==> config.mk <==
export PLATFORM = sky130hd
export DESIGN_NAME = vga_sync_gen
export DESIGN_NICKNAME = d
export VERILOG_FILES = /design/src/rtl/vga_timing_pkg.sv /design/src/rtl/pixel_tick_gen.sv /design/src/rtl/vga_sync_gen.sv
export SDC_FILE = /design/constraint.sdc
export NUM_CORES = 1
export LEC_CHECK = 0
export ABC_AREA = 1
export BUFFER_PORTS_ARGS = -buffer_cell sky130_fd_sc_hd__buf_2
export CORE_UTILIZATION = 34
export DETAILED_ROUTE_END_ITERATION = 8
export GPL_ROUTABILITY_DRIVEN = 0
export SYNTH_ARGS = -nofsm -noshare
export SYNTH_HDL_FRONTEND = slang
export SYNTH_HIERARCHICAL = 1
export SYNTH_SLANG_ARGS = --single-unit
==> constraint.sdc <==
create_clock -name clk -period 1.6 [get_ports clk]
set_input_delay 0.32 -clock clk [delete_from_list [all_inputs] [get_ports clk]]
set_output_delay 0.32 -clock clk [all_outputs]
set_load 0.005 [all_outputs]
==> src/rtl/vga_timing_pkg.sv <==
// Shared 640x480@60 Hz VGA timing constants, coordinate type and range helper.
// Consumed by vga_sync_gen and pixel_tick_gen.
package vga_timing_pkg;

  localparam int COORD_W = 10;

  localparam int CLK_DIV = 4;

  localparam int H_DISP  = 640;
  localparam int H_FP    = 16;
  localparam int H_SYNC  = 96;
  localparam int H_BP    = 48;
  localparam int H_TOTAL = H_DISP + H_FP + H_SYNC + H_BP;

  localparam int V_DISP  = 480;
  localparam int V_FP    = 10;
  localparam int V_SYNC  = 2;
  localparam int V_BP    = 33;
  localparam int V_TOTAL = V_DISP + V_FP + V_SYNC + V_BP;

  localparam int H_SYNC_START = H_DISP + H_FP;
  localparam int H_SYNC_END   = H_SYNC_START + H_SYNC - 1;
  localparam int V_SYNC_START = V_DISP + V_FP;
  localparam int V_SYNC_END   = V_SYNC_START + V_SYNC - 1;

  typedef logic [COORD_W-1:0] coord_t;

  function automatic logic in_range(input coord_t v, input coord_t lo, input coord_t hi);
    return (v >= lo) && (v <= hi);
  endfunction

endpackage

==> src/rtl/pixel_tick_gen.sv <==
// Mod-CLK_DIV divider producing a one-clk pixel enable every CLK_DIV clks.
// The first enable after reset release appears once the divider reaches CLK_DIV-1.
module pixel_tick_gen
  import vga_timing_pkg::*;
#(
  parameter int CLK_DIV = vga_timing_pkg::CLK_DIV
) (
  input  logic clk,
  input  logic reset,
  output logic p_tick
);

  localparam int DIV_W = $clog2(CLK_DIV);
  localparam logic [DIV_W-1:0] DIV_LAST = DIV_W'(CLK_DIV - 1);

  logic [DIV_W-1:0] div_q;
  logic [DIV_W-1:0] div_d;

  always_comb begin
    div_d = (div_q == DIV_LAST) ? '0 : div_q + 1'b1;
  end

  always_ff @(posedge clk) begin
    if (reset) begin
      div_q <= '0;
    end else begin
      div_q <= div_d;
    end
  end

  assign p_tick = (div_q == DIV_LAST);

endmodule

==> src/rtl/vga_sync_gen.sv <==
// VGA timing generator: pixel/line counters, registered active-low syncs, video_on.
// Define VGA_FRAME_CNT_EN to add an 8-bit wrapping frame counter output (frame_cnt).
module vga_sync_gen
  import vga_timing_pkg::*;
#(
  parameter int CLK_DIV = vga_timing_pkg::CLK_DIV,
  parameter int H_DISP  = vga_timing_pkg::H_DISP,
  parameter int H_FP    = vga_timing_pkg::H_FP,
  parameter int H_SYNC  = vga_timing_pkg::H_SYNC,
  parameter int H_BP    = vga_timing_pkg::H_BP,
  parameter int V_DISP  = vga_timing_pkg::V_DISP,
  parameter int V_FP    = vga_timing_pkg::V_FP,
  parameter int V_SYNC  = vga_timing_pkg::V_SYNC,
  parameter int V_BP    = vga_timing_pkg::V_BP
) (
  input  logic               clk,
  input  logic               reset,
  output logic               p_tick,
  output logic [COORD_W-1:0] pix_x,
  output logic [COORD_W-1:0] pix_y,
  output logic               hsync,
  output logic               vsync,
  output logic               video_on
`ifdef VGA_FRAME_CNT_EN
  ,
  output logic [7:0]         frame_cnt
`endif
);

  localparam coord_t H_VIS  = coord_t'(H_DISP);
  localparam coord_t H_LAST = coord_t'(H_DISP + H_FP + H_SYNC + H_BP - 1);
  localparam coord_t H_SS   = coord_t'(H_DISP + H_FP);
  localparam coord_t H_SE   = coord_t'(H_DISP + H_FP + H_SYNC - 1);
  localparam coord_t V_VIS  = coord_t'(V_DISP);
  localparam coord_t V_LAST = coord_t'(V_DISP + V_FP + V_SYNC + V_BP - 1);
  localparam coord_t V_SS   = coord_t'(V_DISP + V_FP);
  localparam coord_t V_SE   = coord_t'(V_DISP + V_FP + V_SYNC - 1);

  coord_t pix_x_q, pix_x_d;
  coord_t pix_y_q, pix_y_d;
  logic   hsync_q, hsync_d;
  logic   vsync_q, vsync_d;

  pixel_tick_gen #(
    .CLK_DIV(CLK_DIV)
  ) u_tick (
    .clk   (clk),
    .reset (reset),
    .p_tick(p_tick)
  );

  // Syncs decode the next-state counters so they land in the same cycle as pix_x/pix_y.
  always_comb begin
    pix_x_d = pix_x_q;
    pix_y_d = pix_y_q;
    if (p_tick) begin
      if (pix_x_q == H_LAST) begin
        pix_x_d = '0;
        pix_y_d = (pix_y_q == V_LAST) ? '0 : pix_y_q + 1'b1;
      end else begin
        pix_x_d = pix_x_q + 1'b1;
      end
    end
    hsync_d = !in_range(pix_x_d, H_SS, H_SE);
    vsync_d = !in_range(pix_y_d, V_SS, V_SE);
  end

  always_ff @(posedge clk) begin
    if (reset) begin
      pix_x_q <= '0;
      pix_y_q <= '0;
      hsync_q <= 1'b1;
      vsync_q <= 1'b1;
    end else begin
      pix_x_q <= pix_x_d;
      pix_y_q <= pix_y_d;
      hsync_q <= hsync_d;
      vsync_q <= vsync_d;
    end
  end

  assign pix_x    = pix_x_q;
  assign pix_y    = pix_y_q;
  assign hsync    = hsync_q;
  assign vsync    = vsync_q;
  assign video_on = (pix_x_q < H_VIS) && (pix_y_q < V_VIS);

`ifdef VGA_FRAME_CNT_EN
  logic       frame_wrap;
  logic [7:0] frame_cnt_q, frame_cnt_d;

  assign frame_wrap = p_tick && (pix_x_q == H_LAST) && (pix_y_q == V_LAST);

  always_comb begin
    frame_cnt_d = frame_wrap ? frame_cnt_q + 8'd1 : frame_cnt_q;
  end

  always_ff @(posedge clk) begin
    if (reset) begin
      frame_cnt_q <= '0;
    end else begin
      frame_cnt_q <= frame_cnt_d;
    end
  end

  assign frame_cnt = frame_cnt_q;
`endif

endmodule

# Word-level counts from Yosys, hierarchy flattened
# Cells that the tools add are included.
[totals]
out_inout_bits = 24
input_bits = 2
elab_cells = 28
register_bits = 24
[classes]
reduce_logical = 6
n_addsub = 3
eq_ne = 3
muxes = 5
n_lt_le_gt_ge = 6
[op_table]
columns = ["op", "count"]
rows = [
  ["two-way mux 10 bit", 5],
  ["adder 10 x 1 -> 10 bit, second input constant", 2],
  ["equality test 10 bit, second input constant", 2],
  [">= comparator 10 bit, second input constant", 1],
  [">= comparator 10 x 9 -> 1 bit, second input constant", 1],
  ["<= comparator 10 bit, second input constant", 1],
  ["<= comparator 10 x 9 -> 1 bit, second input constant", 1],
  ["< comparator 10 bit, second input constant", 1],
  ["< comparator 10 x 9 -> 1 bit, second input constant", 1],
  ["logical AND 1 bit", 3],
  ["adder 2 x 1 -> 2 bit, second input constant", 1],
  ["equality test 2 bit, second input constant", 1],
  ["zero test 1 bit", 2],
  ["OR reduction 2 bit", 1],
]

# Logic depth before layout (Yosys ltp)
# Gate-level depths: netlist of run 1.
[logic_depth]
word_depth = 7
depth_mapped = 12
mapped_depth_nobuf = 12

# Cells and area by module
# Netlist of run 1, hierarchy kept.
[by_module_without_submodules]
columns = ["module", "cells_each", "seq_area_each_um2", "area_each_um2", "instances"]
rows = [
  ["vga_sync_gen", 197, 440.4, 1275.0, 1],
  ["pixel_tick_gen", 9, 40.0, 75.1, 1],
]

# Least setup slack after synthesis of run 1
# OpenSTA, ideal clock, no wires.
[synth_path]
path_kind = "reg2reg"
start = "register pix_x_q[0] (netlist: pix_x[0])"
end = "register vsync_q (netlist: vsync)"
path_slack_ns = 0.079
n_path_buf = 1
required_ns = 1.479
setup_time_ns = 0.121
t_arrival_ns = 1.400
period_less_slack_ns = 1.521
path_stages_with_launch = 12
path_cell_list = "dfxtp_1 -> ha_1 -> nand2_1 -> inv_1 -> nand3_2 -> nor3_2 -> buf_6 -> nand3_2 -> nand2_2 -> nand2_1 -> nor2_1 -> nand3_1"
[synth_between]
elab_chain_cells = 6
word_cells_on_any_way = 7
cone_classes = "order compare (2); eq/ne (1); mux (2); reduce/logical (2)"
[synth_lines]
columns = ["item", "line_no", "rtl"]
rows = [
  ["start, declared", "vga_sync_gen.sv:39", "coord_t pix_x_q, pix_x_d;"],
  ["start signal, assigned", "vga_sync_gen.sv:75", "pix_x_q <= pix_x_d;"],
  ["equality test 10 bit (*)", "vga_sync_gen.sv:57", "if (pix_x_q == H_LAST) begin"],
  ["two-way mux 10 bit (*)", "vga_sync_gen.sv:57", ""],
  ["two-way mux 10 bit (*)", "vga_sync_gen.sv:56", "if (p_tick) begin"],
  [">= comparator 10 x 9 -> 1 bit / <= comparator 10 x 9 -> 1 bit (equally long branches)", "vga_timing_pkg.sv:29", "return (v >= lo) && (v <= hi);"],
  ["logical AND 1 bit (*)", "vga_timing_pkg.sv:29", ""],
  ["zero test 1 bit (*)", "vga_sync_gen.sv:65", "vsync_d = !in_range(pix_y_d, V_SS, V_SE);"],
  ["end signal, assigned", "vga_sync_gen.sv:78", "vsync_q <= vsync_d;"],
  ["end, declared", "vga_sync_gen.sv:42", "logic vsync_q, vsync_d;"],
]
# Every way passes the cells marked *; elsewhere a longest branch is shown, timed or not.
# A chain may end at the register's enable or synchronous reset.

# Worst setup path after layout of run 1
# Same ends and word-level chain as after synthesis.

==> flow_metrics.env, run 1 <==
export IMPL_status="finished clean"
export IMPL_htree_levels=1
export IMPL_mostFrequentLayoutCells="nand2_1 (49), inv_1 (31), nor2_1 (27), buf_2 (26), dfxtp_1 (16)"
export IMPL_criticalPathCategory="reg -> reg"
export IMPL_synth_area_top_cells="dfxtp_1 (36%), nand2_1 (14%), inv_1 (8.9%)"
export IMPL_critPathSlowestCell="dfxtp_2"
export IMPL_antenna_found_initial=0
export IMPL_slew_headroom_pct=80.30
export IMPL_finalInstanceArea_um2=1789
export IMPL_worst_path_buf_inv=2
export IMPL_end_kind="register"
export IMPL_reg2reg_depth=12
export IMPL_diodes=0
export IMPL_cts_sinks=24
export IMPL_path_clk_slew_ns=0.09
export IMPL_cts_inserted_buffers=3
export IMPL_start_util_pct=36.06
export IMPL_hold_buffers=0
export IMPL_synth_top_area_share_pct=35.59
export IMPL_r2r_end="vsync"
export IMPL_row_count=22
export IMPL_fin_skew_ns=0.002212
export IMPL_ios=26
export IMPL_drt_pass1_iterations=4
export IMPL_vias=1390
export IMPL_syn2layout_area_growth_pct=32.53
export IMPL_hpwlAfterDp_um=2530
export IMPL_cts_tree="built"
export IMPL_crit_top_cell="nand2_1"
export IMPL_crit_fanout=5
export IMPL_worstPathRequired_ns=1.76
export IMPL_grt_max_degree=14
export IMPL_finalNetCount=256
export IMPL_hold_start="reset"
export IMPL_syn_inst=206
export IMPL_p_leak_nw=0.8357
export IMPL_total_power_w=0.001105
export IMPL_r2r_start="pix_x[0]"
export IMPL_final_common_cell="nand2_1"
export IMPL_avgSynthCellArea_um2=6.554
export IMPL_drt_iter0_markers=83
export IMPL_synth_area_um2=1350
export IMPL_core_area_um2=3744
export IMPL_cts_root_buf="clkbuf_8"
export IMPL_yosysSeqAreaShare_pct=35.59
export IMPL_hold_path_class="in -> reg"
export IMPL_fmax_ghz=0.6471
export IMPL_synth_top_area_cell="dfxtp_1"
export IMPL_period_needed_ns=1.545
export IMPL_synth_seq_cells=24
export IMPL_drv_cap=0
export IMPL_whs_endpoint="pix_y[6]"
export IMPL_wl_per_cell_um=11.57
export IMPL_whs_path_depth=2
export IMPL_power_density_nw_per_um2=617.8
export IMPL_hold_viol=0
export IMPL_crit_path_cell_trace="ha_4 -> nand2_4 -> inv_2 -> nand3_4 -> nor2_4 -> nand3_1 -> nand2_1 -> nand2_1 -> inv_1 -> nand2_1 -> nor2_1 -> nand3_1"
export IMPL_die_y_um=65.02
export IMPL_clock_path_buffers=2
export IMPL_final_max_slew_viol_count=0
export IMPL_postPlaceCellArea_um2=1625
export IMPL_grt_pass1_wl_um=5713
export IMPL_vias_per_cell=4.680
export IMPL_dieArea_um2=4227
export IMPL_setup_viol=0
export IMPL_yosys_warnings=6
export IMPL_ff2ff_setup_slack_ns=0.05
export IMPL_port_buffers=25
export IMPL_grt_overflow=0
export IMPL_drc=0
export IMPL_die_w_um=65.02
export IMPL_cp_start_kind="register"
export IMPL_arrival_ns=1.71
export IMPL_grt_util_all_layers_pct=17.47
export IMPL_ir_worst_vdd_uv=243.8
export IMPL_wirelength_um=3435
export IMPL_crit_family="simple AND/OR/NAND/NOR gates"
export IMPL_worstMarginPinSlew_ns=0.2955
export IMPL_postRouteAntennaNets=0
export IMPL_clock_latency_ns=0.27
export IMPL_synth_distinct_cells=26
export IMPL_grt_pass1_vias=1263
export IMPL_max_stage_delay_ns=0.36
export IMPL_synth_nets=212
export IMPL_fin_crit_sh_pct=96.58
export IMPL_rsz0062_at_grt="true"
export IMPL_drive_gt1_share_pct=30.92
cell type report:
| type | count | area (µm²) |
|---|---|---|
| Clock buffer | 4 | 55.05 |
| Fill cell | 407 | 1954 |
| Inverter | 34 | 128.9 |
| Multi-Input combinational cell | 145 | 800.8 |
| Sequential cell | 24 | 490.5 |
| Tap cell | 48 | 60.06 |
| Timing Repair Buffer | 42 | 254.0 |
timing repair:
action | CTS | global route
resized for setup | 15 | 12
cloned | 1 | 0
endpoints found under the setup margin | 3 | 10
setup buffers | 1 | 0
pin swaps | 3 | 4
through the flow:
step	instances	hold WS (ns)	setup WS, ns	util [%]	setup TNS (ns)
after floorplan	206	0.3973	0.07922	-	0
after global placement	291	0.4035	-0.01780	43.42	-0.01875
after CTS	297	0.3949	0.001893	46.93	0
after detailed placement	291	0.4129	-0.02286	43.42	-0.04097
after global routing	297	0.4150	-0.08400	47.79	-0.1461
final	297	0.4047	0.05464	47.79	0
layer usage:
metal,up-vias,share of wire (%),global-route usage [%]
met2,35,46,28.39
met4,0,0,5.435
li1,736,-,-
met1,619,48,24.27
met3,0,5.4,1.585
met5,-,0,0
synth_stat cells:
master	n
o21ai_2	1
xor2_1	1
nor2_2	4
nor3_2	3
nor2_1	29
xnor2_1	1
nand2_2	2
nand4_1	6
nor3b_1	1
o21ai_1	3
clkbuf_1	1
dfxtp_1	24
nand3_2	3
inv_2	1
ha_1	4
o21ai_0	4
and2_1	1
clkinv_2	1
a21oi_1	7
buf_6	1
inv_1	32
a31oi_1	1
nand3_1	16
buf_4	1
nand2_1	50
nor3_1	8
cells by family after synthesis:
logic type                 after synthesis  share of synthesized area, %
adders and majority gates                4                         3.707
xor gates and xnor gates                 2                         1.298
and+or+nand+nor                        123                         41.89
DFF                                     24                         35.59
buffers and inverters                   37                         11.21
AOI/OAI and AO/OA                       16                         6.302
where the power goes:
group	leakage, nW	switching [W]	internal (W)	total, W
logic	0.609	0.0000368	0.0000283	0.0000652
clock network	0.0288	0.000203	0.000220	0.000423
registers	0.198	0.00000893	0.000608	0.000617
how the worst max path moves through the flow:
stage	startpoint	endpoint	slack, ns	depth (start not counted)
after floorplan	pix_x[0]	vsync	0.08	11
after global placement	pix_x[0]	hsync	-0.02	10
after detailed placement	pix_x[0]	vsync	-0.02	12
after CTS	pix_y[0]	vsync	0.002	12
after global routing	pix_x[0]	vsync	-0.08	10
final	pix_x[0]	vsync	0.05	12
registers in the layout (all words and copies together) (netlist names):
register      flops
pix_x            10
pix_y            10
u_tick/div_q      2
hsync             1
vsync             1
(Power assumes the default switching activity.)
==> run 2, diff against run 1 <==
Settings changed: ABC_AREA 1 to not set.
==> run 2 against run 1 <==
Effect of this change:
- the run now ends with negative setup slack left
- power down 2.3%
- hold slack got worse by 0.0041 ns
- via count increased by 2.8%
- synthesized area increased by 6.9%
- clock power shrank 14%
==> flow_metrics.env, run 2 <==
export IMPL_status="finished, violations left"
export IMPL_violations="negative setup slack"
export IMPL_ys_async_sr_fraction_pct=0
export IMPL_period_needed_ns=1.650
export IMPL_synth_flop_cell="dfxtp_1"
export IMPL_die_w_um=67.14
export IMPL_setup_slack_ns=-0.05048
export IMPL_clock_latency_ns=0.26
export IMPL_worstMarginPinSlew_ns=0.4628
export IMPL_hold_path_class="in -> reg"
export IMPL_vias=1429
export IMPL_syn_inst=164
export IMPL_avgSynthCellArea_um2=8.797
export IMPL_power_density_nw_per_um2=497.7
export IMPL_wirelength_um=3654
export IMPL_core_area_um2=4029
export IMPL_fin_crit_sh_pct=103.2
export IMPL_clock_path_buffers=2
export IMPL_row_count=23
export IMPL_postPlaceCellArea_um2=1926
export IMPL_synth_top_area_cell="dfxtp_1"
export IMPL_finalInstanceArea_um2=2170
export IMPL_fin_skew_ns=0.001578
export IMPL_final_max_slew_viol_count=0
export IMPL_whs_ns=0.4005
export IMPL_fin_cells=281
export IMPL_finalNetCount=239
export IMPL_drive_gt1_share_pct=51.52
export IMPL_die_y_um=67.14
export IMPL_diodes=0
export IMPL_drc=0
export IMPL_yosysSeqAreaShare_pct=33.30
export IMPL_synth_area_um2=1443
export IMPL_end_kind="register"
export IMPL_grt_overflow=0
export IMPL_synth_seq_cells=24
export IMPL_mostFrequentLayoutCells="buf_4 (41), buf_2 (25), nor2_1 (20), xor2_1 (14)"
export IMPL_synth_distinct_cells=47
export IMPL_crit_fanout=3
export IMPL_synth_common_cells="dfxtp_1 (24), nor2_1 (23), nand2_1 (15)"
export IMPL_synth_edf_count=0
export IMPL_synth_area_top_cells="dfxtp_1 (33%), xor2_1 (8.5%), nor2_1 (6.0%)"
export IMPL_ios=26
export IMPL_postRouteAntennaNets=0
export IMPL_grt_pass1_vias=1283
export IMPL_setup_tns_final_ns=-0.05048
export IMPL_drt_pass1_iterations=4
export IMPL_yosys_warnings=6
export IMPL_vias_per_cell=5.085
export IMPL_dpl_cell_count=270
export IMPL_criticalPathCategory="reg -> reg"
export IMPL_grt_met3_usage_pct=2.027
export IMPL_port_buffers=25
export IMPL_grt_max_degree=13
export IMPL_drv_cap=0
export IMPL_worstPathRequired_ns=1.75
export IMPL_met2_usage_pct=29.75
export IMPL_final_common_cell="buf_4"
export IMPL_arrival_ns=1.80
export IMPL_hold_viol=0
export IMPL_cts_tree="built"
export IMPL_gr_max_usage_layer="met2"
export IMPL_synth_most_common_cell="dfxtp_1"
export IMPL_grt_met1_usage_pct=21.64
export IMPL_synth_top_area_share_pct=33.30
export IMPL_fin_util_pct=53.85
export IMPL_cts_inserted_buffers=3
export IMPL_path_clk_slew_ns=0.09
export IMPL_hpwlAfterDp_um=2678
export IMPL_grt_pass1_wl_um=5782
export IMPL_cp_start_kind="register"
export IMPL_rsz0062_at_grt="true"
export IMPL_setup_viol=1
export IMPL_drt_iter0_markers=86
export IMPL_cts_root_buf="clkbuf_8"
export IMPL_fmax_ghz=0.6059
export IMPL_cts_sinks=24
export IMPL_antenna_found_initial=0
export IMPL_start_util_pct=35.81
export IMPL_synth_nets=170
export IMPL_slew_headroom_pct=69.03
export IMPL_p_leak_nw=0.9899
export IMPL_wl_per_cell_um=13.00
export IMPL_htree_levels=1
export IMPL_dieArea_um2=4508
export IMPL_grt_util_all_layers_pct=17.07
export IMPL_syn2layout_area_growth_pct=50.39
export IMPL_ir_worst_vdd_uv=300.6
## run 2: cell count changes in the layout (fill, tap and decap cells not counted), moves of 3 or more
| cell | before | now |
|---|---|---|
| and2_1 | 1 | 4 |
| buf_4 | 15 | 41 |
| buf_6 | 1 | 7 |
| dfxtp_1 | 16 | 13 |
| dfxtp_2 | 8 | 11 |
| inv_1 | 31 | 4 |
| nand2_1 | 49 | 13 |
| nand3_1 | 15 | 6 |
| nand3_2 | 3 | 0 |
| nor2_1 | 27 | 20 |
| nor3_1 | 7 | 2 |
| nor4_4 | 0 | 3 |
| o21ai_1 | 4 | 0 |
| xor2_1 | 1 | 14 |
## run 2: path summary, 6_finish.rpt
kind,cells past startpoint,end,slack (ns),startpoint
setup / recovery,7,vsync,-0.05,pix_y[1]
hold / removal,2,pix_x[2],0.40,reset
setup reg to reg,7,vsync,-0.05,pix_y[1]
hold reg to reg,2,u_tick/div_q[0],0.52,u_tick/div_q[0]
## run 2: where the power goes
group / switching (W) / total (W) / internal [W]
logic: 0.0000406 / 0.0000918 / 0.0000512
registers: 0.0000130 / 0.000623 / 0.000610
clock network: 0.000197 / 0.000365 / 0.000168
## run 2: layout make-up
type                       instances  area, µm²
clock buffer                       3      41.29
tap                               50      62.56
inverter                           5      18.77
timing repair buffer              73      511.7
sequential                        24      494.2
multi-input combinational        126       1041
fill                             368       1859
## run 2: critical path, stage by stage (launching register included)
cell and delay [ns]:
dfxtp_2 0.35, inv_1 0.07, ha_4 0.15, and4_4 0.18
a311oi_2 0.30, nor3_2 0.09, nor4b_2 0.27, nand4_1 0.11
## run 2: kinds of logic (layout without fill, tap and decap cells)
| logic type | after synthesis | after routing | synth area share, % |
|---|---|---|---|
| fa+ha+maj | 4 | 4 | 3.469 |
| xor+xnor | 18 | 18 | 10.93 |
| flops | 24 | 24 | 33.30 |
| buf+inv | 14 | 81 | 4.337 |
| compound gates | 23 | 23 | 11.80 |
| mux | 1 | 1 | 0.6939 |
| simple gates | 80 | 80 | 35.47 |
## run 2: repair_timing
action / 4_1_cts / 5_1_grt
pin swaps: 4 / 21
setup endpoints to repair: 17 / 18
setup buffers: 0 / 9
hold buffers: 0 / 0
resized for setup: 12 / 28
## run 2: metrics by stage
step	total power, W	worst slack [ns]
5_1_grt	0.001126	-0.1421
6_report	0.001080	-0.05048
3_3_place_gp	0.0007130	-0.07222
3_5_place_dp	0.0007141	-0.1025
2_1_floorplan	0.0006805	-0.08854
4_1_cts	0.001073	-0.04816
## run 2: layer usage
metal / up-vias / routed length [µm]
li1: 722 / -
met1: 665 / 1645
met2: 40 / 1832
met3: 2 / 157
met4: 0 / 19
met5: - / 0
==> run 3, diff against run 2 <==
Clock period 1.6 ns to 1.9 ns, I/O delays scaled along.
==> run 3 against run 2 <==
Effect of this change:
- design area fell by 18%
- the flow now finishes without violations
- flip-flop and latch count did not move
- clock-buffer cell count rose by 1
- core utilization fell by 9.8 points
- first-iteration DRC count rose by 19%
- sequential power fell by 16%
- clock power fell by 3%
- via count fell by 9.6%
==> flow_metrics.env, run 3 (synthesis gave the netlist of run 2 again) <==
export IMPL_status="finished clean"
export IMPL_worstMarginPinSlew_ns=0.5828
export IMPL_mostFrequentLayoutCells="buf_2 (25), dfxtp_1 (24), nor2_1 (22), nand2_1 (15), buf_4 (15)"
export IMPL_r2r_start="u_tick/div_q[0]"
export IMPL_finalInstanceArea_um2=1774
export IMPL_switching_share_pct=22.00
export IMPL_start_util_pct=35.81
export IMPL_row_count=23
export IMPL_end_kind="register"
export IMPL_grt_max_degree=14
export IMPL_core_area_um2=4029
export IMPL_ir_worst_vdd_uv=300.8
export IMPL_fmax_ghz=0.5553
export IMPL_wirelength_um=3256
export IMPL_reg2reg_depth=6
export IMPL_path_clk_slew_ns=0.09
export IMPL_internal_power_w=0.0007258
export IMPL_drc=0
export IMPL_die_w_um=67.14
export IMPL_hold_path_class="reg -> reg"
export IMPL_port_buffers=25
export IMPL_criticalPathCategory="reg -> reg"
export IMPL_final_common_cell="buf_2"
export IMPL_clock_path_buffers=2
export IMPL_postRouteAntennaNets=0
export IMPL_power_density_nw_per_um2=524.5
export IMPL_fin_crit_sh_pct=94.79
export IMPL_worstPathRequired_ns=2.10
export IMPL_vias_per_cell=5.189
export IMPL_die_y_um=67.14
export IMPL_hold_viol=0
export IMPL_grt_overflow=0
export IMPL_htree_levels=1
export IMPL_p_seq_share_pct=55.9
export IMPL_cp_start_kind="register"
export IMPL_r2r_end="pix_y[4]"
export IMPL_postPlaceCellArea_um2=1684
export IMPL_multi_input_comb_area_um2=919.6
export IMPL_wl_per_cell_um=13.08
export IMPL_setup_viol=0
export IMPL_ios=26
export IMPL_clkPwrFrac_pct=37.9
export IMPL_vias=1292
export IMPL_dpl_cell_count=243
export IMPL_seqCellArea_um2=480.5
export IMPL_nFillCells=405
export IMPL_drt_iter0_markers=102
export IMPL_final_max_slew_viol_count=0
export IMPL_hpwlAfterDp_um=2398
export IMPL_cts_tree="built"
export IMPL_diodes=0
export IMPL_grt_pass1_wl_um=5375
export IMPL_cts_inserted_buffers=3
export IMPL_hold_start="u_tick/div_q[0]"
export IMPL_combPwrFrac_pct=6.1
export IMPL_hold_buffers=0
export IMPL_p_leak_nw=0.7829
export IMPL_cts_sinks=24
export IMPL_grt_util_all_layers_pct=15.91
export IMPL_cts_root_buf="clkbuf_8"
export IMPL_drive_gt1_share_pct=30.15
export IMPL_period_needed_ns=1.801
export IMPL_clock_latency_ns=0.27
export IMPL_crit_path_cell_trace="ha_2 -> nand4_4 -> nor4_2 -> buf_4 -> nand4_1 -> a21oi_1"
export IMPL_arrival_ns=2.00
export IMPL_fin_skew_ns=0.005578
export IMPL_whs_ns=0.4365
export IMPL_ff2ff_setup_slack_ns=0.1
export IMPL_whs_path_depth=1
export IMPL_switching_power_w=0.0002047
export IMPL_max_stage_delay_ns=0.44
export IMPL_crit_fanout=9
export IMPL_antenna_found_initial=0
export IMPL_dieArea_um2=4508
export IMPL_finalNetCount=206
export IMPL_critPathSlowestCell="nor4_2"
export IMPL_whs_endpoint="u_tick/div_q[0]"
export IMPL_syn2layout_area_growth_pct=22.98
export IMPL_drt_pass1_iterations=4
export IMPL_drv_cap=0
export IMPL_grt_pass1_vias=1136
export IMPL_fin_cells=249
export IMPL_slew_headroom_pct=60.79
export IMPL_rsz0062_at_grt="true"
## run 3: worst max-delay path by stage
| stage | start | endpoint | depth (start not counted) | slack (ns) |
|---|---|---|---|---|
| 2_1_floorplan | u_tick/div_q[0] | hsync | 8 | 0.03 |
| 3_3_place_gp | u_tick/div_q[0] | vsync | 6 | 0.06 |
| 3_5_place_dp | u_tick/div_q[0] | vsync | 6 | 0.01 |
| 4_1_cts | pix_x[0] | vsync | 6 | 0.04 |
| 5_1_grt | pix_x[0] | vsync | 6 | -0.03 |
| 6_report | u_tick/div_q[0] | pix_y[4] | 6 | 0.1 |
## run 3: final cells by class
cell class	count	share of cell area [%]
Multi-Input combinational cell	126	51.83
Timing Repair Buffer	40	13.40
Tap cell	50	3.526
Clock buffer	4	3.103
Inverter	5	1.058
Sequential cell	24	27.08
## run 3: power groups by stage
stage | combinational (W) | clock [W] | sequential, W
after global placement | 0.0000558 | 0 | 0.000532
after CTS | 0.0000568 | 0.000372 | 0.000521
after detailed placement | 0.0000559 | 0 | 0.000532
after global routing | 0.0000656 | 0.000397 | 0.000522
after floorplan | 0.0000344 | 0 | 0.000531
final | 0.0000569 | 0.000353 | 0.000521
## run 3: layer usage
metal	vias to the layer above	part of all wire [%]	GRT usage, %
met4	0	1.5	5.053
met2	47	47	26.63
li1	654	-	-
met3	4	6.4	4.054
met5	-	0	0
met1	587	45	19.79
## run 3: critical path, delay by kind of cell (launching register included)
| family | cells | cell delay [ns] |
|---|---|---|
| AND/OR/NAND/NOR | 3 | 0.75 |
| AO/OA/AOI/OAI | 1 | 0.16 |
| flip-flops | 1 | 0.36 |
| buffers and inverters | 1 | 0.18 |
| adder cells (fa/ha/maj) | 1 | 0.27 |
## run 3: stage by stage
stage	TNS (ns)	util (%)	total power, W	setup WS [ns]
final	0	44.04	0.0009306	0.09904
after global routing	-0.08927	44.04	0.0009844	-0.02715
after global placement	0	41.80	0.0005883	0.06467
after detailed placement	0	41.80	0.0005880	0.01400
after CTS	0	43.23	0.0009496	0.04308
after floorplan	0	-	0.0005657	0.03325
## run 3: repair_timing
item / in CTS / in global routing
endpoints found under the setup margin: 2 / 6
buffers inserted: 0 / 2
pin swaps: 0 / 1
gates resized for setup: 1 / 5
